[config.mk]
export PLATFORM = sky130hd
export DESIGN_NAME = event_generator
export DESIGN_NICKNAME = d
export VERILOG_FILES = /design/src/rtl/event_gen_pkg.sv /design/src/rtl/hex_to_7seg.sv /design/src/rtl/key_edge_sync.sv /design/src/rtl/event_generator.sv
export SDC_FILE = /design/constraint.sdc
export NUM_CORES = 1
export LEC_CHECK = 0
export BUFFER_PORTS_ARGS = -buffer_cell sky130_fd_sc_hd__buf_2
export CAP_MARGIN = 20
export CORE_MARGIN = 3
export CORE_UTILIZATION = 40
export CTS_CLUSTER_SIZE = 24
export DETAILED_ROUTE_END_ITERATION = 8
export GPL_TIMING_DRIVEN = 1
export SLEW_MARGIN = 25
export SYNTH_ARGS = -nofsm -noshare
export SYNTH_HDL_FRONTEND = slang
export SYNTH_SLANG_ARGS = --single-unit
[constraint.sdc]
create_clock -name CLOCK_50 -period 2 [get_ports CLOCK_50]
set_input_delay 0.2 -clock CLOCK_50 [delete_from_list [all_inputs] [get_ports CLOCK_50]]
set_output_delay 0.2 -clock CLOCK_50 [all_outputs]
set_load 0.1 [all_outputs]
[src/rtl/event_gen_pkg.sv]
// Shared types and constants for the event generator: FSM encoding,
// seven-segment patterns and default pulse timing.
package event_gen_pkg;

    typedef enum logic [1:0] {
        ST_IDLE = 2'd0,
        ST_HIGH = 2'd1,
        ST_LOW  = 2'd2
    } state_t;

    localparam int DEFAULT_HIGH_CYCLES = 4;
    localparam int DEFAULT_LOW_CYCLES  = 4;

    localparam logic [6:0] SEG_BLANK = 7'b1111111;

    // Active-low {g,f,e,d,c,b,a}; entry 15 first so SEG_TABLE[v] is digit v.
    localparam logic [15:0][6:0] SEG_TABLE = {
        7'b0001110,  // F
        7'b0000110,  // E
        7'b0100001,  // d
        7'b1000110,  // C
        7'b0000011,  // b
        7'b0001000,  // A
        7'b0010000,  // 9
        7'b0000000,  // 8
        7'b1111000,  // 7
        7'b0000010,  // 6
        7'b0010010,  // 5
        7'b0011001,  // 4
        7'b0110000,  // 3
        7'b0100100,  // 2
        7'b1111001,  // 1
        7'b1000000   // 0
    };

    function automatic logic [6:0] seg_of(input logic [3:0] value);
        return SEG_TABLE[value];
    endfunction

endpackage

[src/rtl/hex_to_7seg.sv]
// Combinational hex digit to active-low seven-segment decoder.
module hex_to_7seg
    import event_gen_pkg::*;
(
    input  logic [3:0] value,
    output logic [6:0] seg
);

    assign seg = seg_of(value);

endmodule

[src/rtl/key_edge_sync.sv]
// Three-flop synchronizer for one active-low push button; flags the release.
module key_edge_sync (
    input  logic clk,
    input  logic reset,
    input  logic key_n,
    output logic release_evt
);

    logic [2:0] sync_q;
    logic [2:0] sync_d;

    always_comb begin
        sync_d = {sync_q[1:0], key_n};
    end

    // NOTE: preloading to 1 (released) means a key already up at reset is not
    // mistaken for a fresh release when reset drops.
    always_ff @(posedge clk) begin
        if (reset) begin
            sync_q <= 3'b111;
        end else begin
            sync_q <= sync_d;
        end
    end

    assign release_evt = sync_q[1] & ~sync_q[2];

endmodule

[src/rtl/event_generator.sv]
// Button-triggered pulse-train generator: emits N pulses of HIGH_CYCLES high
// and LOW_CYCLES low, with abort, remaining-count display and running total.
module event_generator
    import event_gen_pkg::*;
#(
    parameter int HIGH_CYCLES = DEFAULT_HIGH_CYCLES,
    parameter int LOW_CYCLES  = DEFAULT_LOW_CYCLES
) (
    input  logic       CLOCK_50,
    input  logic       RESET,
    input  logic [3:0] KEY,
    input  logic [9:0] SW,
    output logic       PULSE_OUT,
    output logic [6:0] HEX0,
    output logic [9:0] LEDR
);

    localparam logic [15:0] HIGH_LAST = 16'(HIGH_CYCLES - 1);
    localparam logic [15:0] LOW_LAST  = 16'(LOW_CYCLES - 1);

    logic start_evt;
    logic abort_evt;
    logic [6:0] seg_value;

    state_t      state_q, state_d;
    logic [15:0] timer_q, timer_d;
    logic [3:0]  remaining_q, remaining_d;
    logic [8:0]  total_q, total_d;
    logic        pulse_q, pulse_d;
    logic        busy_q, busy_d;
    logic [6:0]  hex_q, hex_d;

    logic unused_inputs;
    assign unused_inputs = ^{KEY[3:2], SW[9:4]};

    key_edge_sync u_start (
        .clk         (CLOCK_50),
        .reset       (RESET),
        .key_n       (KEY[0]),
        .release_evt (start_evt)
    );

    key_edge_sync u_abort (
        .clk         (CLOCK_50),
        .reset       (RESET),
        .key_n       (KEY[1]),
        .release_evt (abort_evt)
    );

    hex_to_7seg u_hex (
        .value (remaining_q),
        .seg   (seg_value)
    );

    always_comb begin
        state_d     = state_q;
        timer_d     = timer_q;
        remaining_d = remaining_q;
        total_d     = total_q;

        // Abort outranks every state transition, including a same-cycle start.
        if (abort_evt) begin
            state_d     = ST_IDLE;
            timer_d     = '0;
            remaining_d = '0;
        end else begin
            unique case (state_q)
                ST_IDLE: begin
                    if (start_evt && (SW[3:0] != 4'd0)) begin
                        state_d     = ST_HIGH;
                        remaining_d = SW[3:0];
                        timer_d     = '0;
                    end
                end
                ST_HIGH: begin
                    if (timer_q == HIGH_LAST) begin
                        state_d     = ST_LOW;
                        remaining_d = remaining_q - 4'd1;
                        total_d     = total_q + 9'd1;
                        timer_d     = '0;
                    end else begin
                        timer_d = timer_q + 16'd1;
                    end
                end
                ST_LOW: begin
                    if (timer_q == LOW_LAST) begin
                        state_d = (remaining_q == 4'd0) ? ST_IDLE : ST_HIGH;
                        timer_d = '0;
                    end else begin
                        timer_d = timer_q + 16'd1;
                    end
                end
                default: state_d = ST_IDLE;
            endcase
        end

        // The pulse trails the state by one edge, but an abort drops it at once.
        pulse_d = (state_q == ST_HIGH) && !abort_evt;
        busy_d  = (state_d != ST_IDLE);
        hex_d   = seg_value;
    end

    // NOTE: state registers use non-blocking assignments so every flop samples
    // the pre-edge values computed above, independent of statement order.
    always_ff @(posedge CLOCK_50) begin
        if (RESET) begin
            state_q     <= ST_IDLE;
            timer_q     <= '0;
            remaining_q <= '0;
            total_q     <= '0;
            pulse_q     <= 1'b0;
            busy_q      <= 1'b0;
            hex_q       <= SEG_TABLE[0];
        end else begin
            state_q     <= state_d;
            timer_q     <= timer_d;
            remaining_q <= remaining_d;
            total_q     <= total_d;
            pulse_q     <= pulse_d;
            busy_q      <= busy_d;
            hex_q       <= hex_d;
        end
    end

    assign PULSE_OUT = pulse_q;
    assign HEX0      = hex_q;
    assign LEDR      = {busy_q, total_q};

endmodule

==> results.sh <==
export IMPL_initial_core_util_pct=42.3
export IMPL_hold_viol_final=0
export IMPL_yosysSeqAreaShare_pct=35.7
export IMPL_final_util_pct=48.5
export IMPL_dieWidth_um=86.3
export IMPL_synthArstFlopShare_pct=0
export IMPL_finalSetupViolations=0
export IMPL_grt_pass1_wl_um=9630
export IMPL_slew_violations=0
export IMPL_max_cap_viol_count=0
export IMPL_worstPathRequired_ps=2220
export IMPL_status="finished, final reports clean"
export IMPL_wl_per_cell_um=14.3
export IMPL_dpl_cell_count=385
export IMPL_pin_count=34
export IMPL_synth_top_cells_by_area="dfxtp_1 36%, ha_1 5.8%, nor2_1 4.7%"
export IMPL_grt_ovfl_total=0
export IMPL_syn_num_nets=315
export IMPL_power_frac_clock_pct=39.5
export IMPL_intPower_mw=1.38
export IMPL_synth_cell_types=67
export IMPL_antenna_left=0
export IMPL_grt_pass1_vias=2027
export IMPL_synth_edf_count=0
export IMPL_cp_slowest_cell="or4_1"
export IMPL_crit_fanout=10
export IMPL_synthFlopType="dfxtp_1"
export IMPL_post_route_period_util_pct=94.2
export IMPL_postSynthCellCount=287
export IMPL_root_buffer="clkbuf_8"
export IMPL_cts_hold_buf=0
export IMPL_stdcell_count=393
export IMPL_hold_class="in2reg"
export IMPL_busiest_layer="met2"
export IMPL_drive_gt1_share_pct=28.0
export IMPL_p_leak_nw=1.14
export IMPL_switching_share_pct=23.3
export IMPL_initialDrtViolationCount=165
export IMPL_layout_common_cells="40 x dfxtp_1, 32 x nor2_1, 25 x buf_2, 24 x nand2_1, 16 x nand3_1"
export IMPL_p_per_area_mw_per_mm2=608
export IMPL_drc=0
export IMPL_max_slew_margin_rel_pct=64.3
export IMPL_startpoint_type="flop"
export IMPL_fillerInstances=633
export IMPL_crit_chain="inv_1 -> ha_2 -> inv_2 -> a2bb2oi_4 -> or4_1 -> a31oi_1"
export IMPL_syn2layout_area_growth_pct=14.7
export IMPL_cts_tree="yes"
export IMPL_dr_pass1_iters=4
export IMPL_totalWireLength_um=5620
export IMPL_syn_mean_instance_area_um2=8.98
export IMPL_skew_ps=9.66
export IMPL_rsz0062_at_grt="false"
export IMPL_clock_sinks=46
export IMPL_layout_nets=346
export IMPL_end_kind="flop"
export IMPL_dp_slack_ps=88.3
export IMPL_cts_made_buffers=5
export IMPL_diodes=0
export IMPL_vias_per_cell=5.49
export IMPL_yosysWarningCount=0
export IMPL_grtUsageMet3_pct=3.52
export IMPL_fmax_mhz=531
export IMPL_antenna_found_initial=0
export IMPL_grt_max_degree=22
export IMPL_hpwl_um=4110
export IMPL_cts_reportedPaths_clkPinSlew_ps=90
export IMPL_grtUsageTotal_pct=16.0
export IMPL_synth_top_cell_area_share_pct=35.7
export IMPL_htree_levels=2
export IMPL_use_met1_pct=23.0
export IMPL_post_route_min_period_ps=1880
export IMPL_ys_ff_latch=46
export IMPL_die_area_mm2=0.00744
export IMPL_finalSetupTns_ps=0
export IMPL_final_common_cell="dfxtp_1"
export IMPL_worstMarginPinSlew_ps=530
export IMPL_power_switching_mw=0.418
export IMPL_core_mm2=0.00610
export IMPL_crit_type="reg2reg"
export IMPL_p_seq_share_pct=51.9
export IMPL_clockBufferDepth=2
export IMPL_num_vias=2157
export IMPL_pwr_share_comb_pct=8.6
export IMPL_die_h_um=86.3
export IMPL_yosysTopAreaCell="dfxtp_1"
export IMPL_cpPeakStageDelay_ps=530
export IMPL_clk_latency_ps=290
export IMPL_cp_data_arrival_time_ps=2100
export IMPL_ir_drop_mv=0.471
export IMPL_r2r_slack_ps=120
export IMPL_rows=28
export IMPL_met2_usage_pct=24.1
export IMPL_setup_ws_ps=116
export IMPL_synth_area_mm2=0.00258
export IMPL_io_buffers=25
export IMPL_gp_congestion=0.845
## flip-flops by register name, summed over array words and instances (netlist names)
signal and flops:
remaining_q 4, total_q 9, u_start.sync_q 3, HEX0 7
PULSE_OUT 1, state_q 2, u_abort.sync_q 3, busy_q 1
timer_q 16
## worst paths after layout
check / from / end / cells past startpoint
worst min register to register: u_start.sync_q[0] / u_start.sync_q[1] / 1
worst max register to register: state_q[0] / timer_q[5] / 6
worst min-delay path: KEY[0] / u_start.sync_q[0] / 2
worst max-delay path: state_q[0] / timer_q[5] / 6
## power groups by stage
stage | Combinational (mW) | Sequential [mW] | Clock, mW
global placement | 0.150 | 0.955 | 0
floorplan | 0.0848 | 0.977 | 0
detailed placement | 0.151 | 0.955 | 0
CTS | 0.152 | 0.933 | 0.731
global route | 0.170 | 0.935 | 0.759
finish | 0.154 | 0.933 | 0.711
## synth_stat cells (3+ instances only)
| cell | count |
|---|---|
| a211oi_1 | 4 |
| a21oi_1 | 8 |
| a31oi_1 | 9 |
| and3_1 | 6 |
| buf_4 | 4 |
| clkbuf_1 | 6 |
| dfxtp_1 | 46 |
| ha_1 | 12 |
| inv_1 | 7 |
| nand2_1 | 24 |
| nand2b_1 | 6 |
| nand3_1 | 17 |
| nand4_1 | 5 |
| nor2_1 | 32 |
| nor2b_1 | 4 |
| nor3_1 | 5 |
| nor4_1 | 5 |
| o21ai_0 | 7 |
| o31ai_1 | 5 |
| or2_2 | 6 |
| or3_1 | 3 |
| or4_1 | 3 |
| xnor2_1 | 7 |
## cells by family (layout without fill, tap and decap cells)
logic type | count (synthesis) | count (layout) | synth area share [%]
mux | 5 | 5 | 2.38
compound gates | 54 | 54 | 15.7
simple gates | 139 | 139 | 32.7
buf+inv | 23 | 54 | 5.00
flops | 46 | 46 | 35.7
fa+ha+maj | 12 | 12 | 5.83
xor+xnor | 8 | 8 | 2.72
## per-layer routing
metal  up-vias  routed length [um]
met5         -                   0
met4         0                  29
met3         2                 259
met2        45                2470
met1      1007                2870
li1       1103                   -
## worst max-delay path: cells and delay by family (launching register included)
kind                       cells  cell delay (ps)
AOI/OAI and AO/OA              2              390
adders and majority gates      1              340
buffers and inverters          2              170
DFF                            1              370
and+or+nand+nor                1              530
## timing repair
action                     CTS  global route
setup endpoints to repair    0            20
buffers inserted             0             1
resized for setup            0             9
## layout make-up
type / count / area (um^2) / share of cell area, %
timing repair buffer: 40 / 250 / 8.46
multi-input combinational: 218 / 1550 / 52.3
sequential: 46 / 928 / 31.4
tap: 75 / 93.8 / 3.17
clock buffer: 6 / 82.6 / 2.79
inverter: 7 / 26.3 / 0.889
clock inverter: 1 / 30.0 / 1.02
## stage by stage
step	instance area (um^2)	hold slack (ps)	power (mW)
2_1_floorplan	2580	304	1.06
3_3_place_gp	2800	384	1.10
3_5_place_dp	2800	386	1.11
4_1_cts	2920	78.1	1.82
5_1_grt	2960	79.7	1.86
6_report	2960	88.0	1.80
Note: power is estimated with default switching activity, not from simulation.
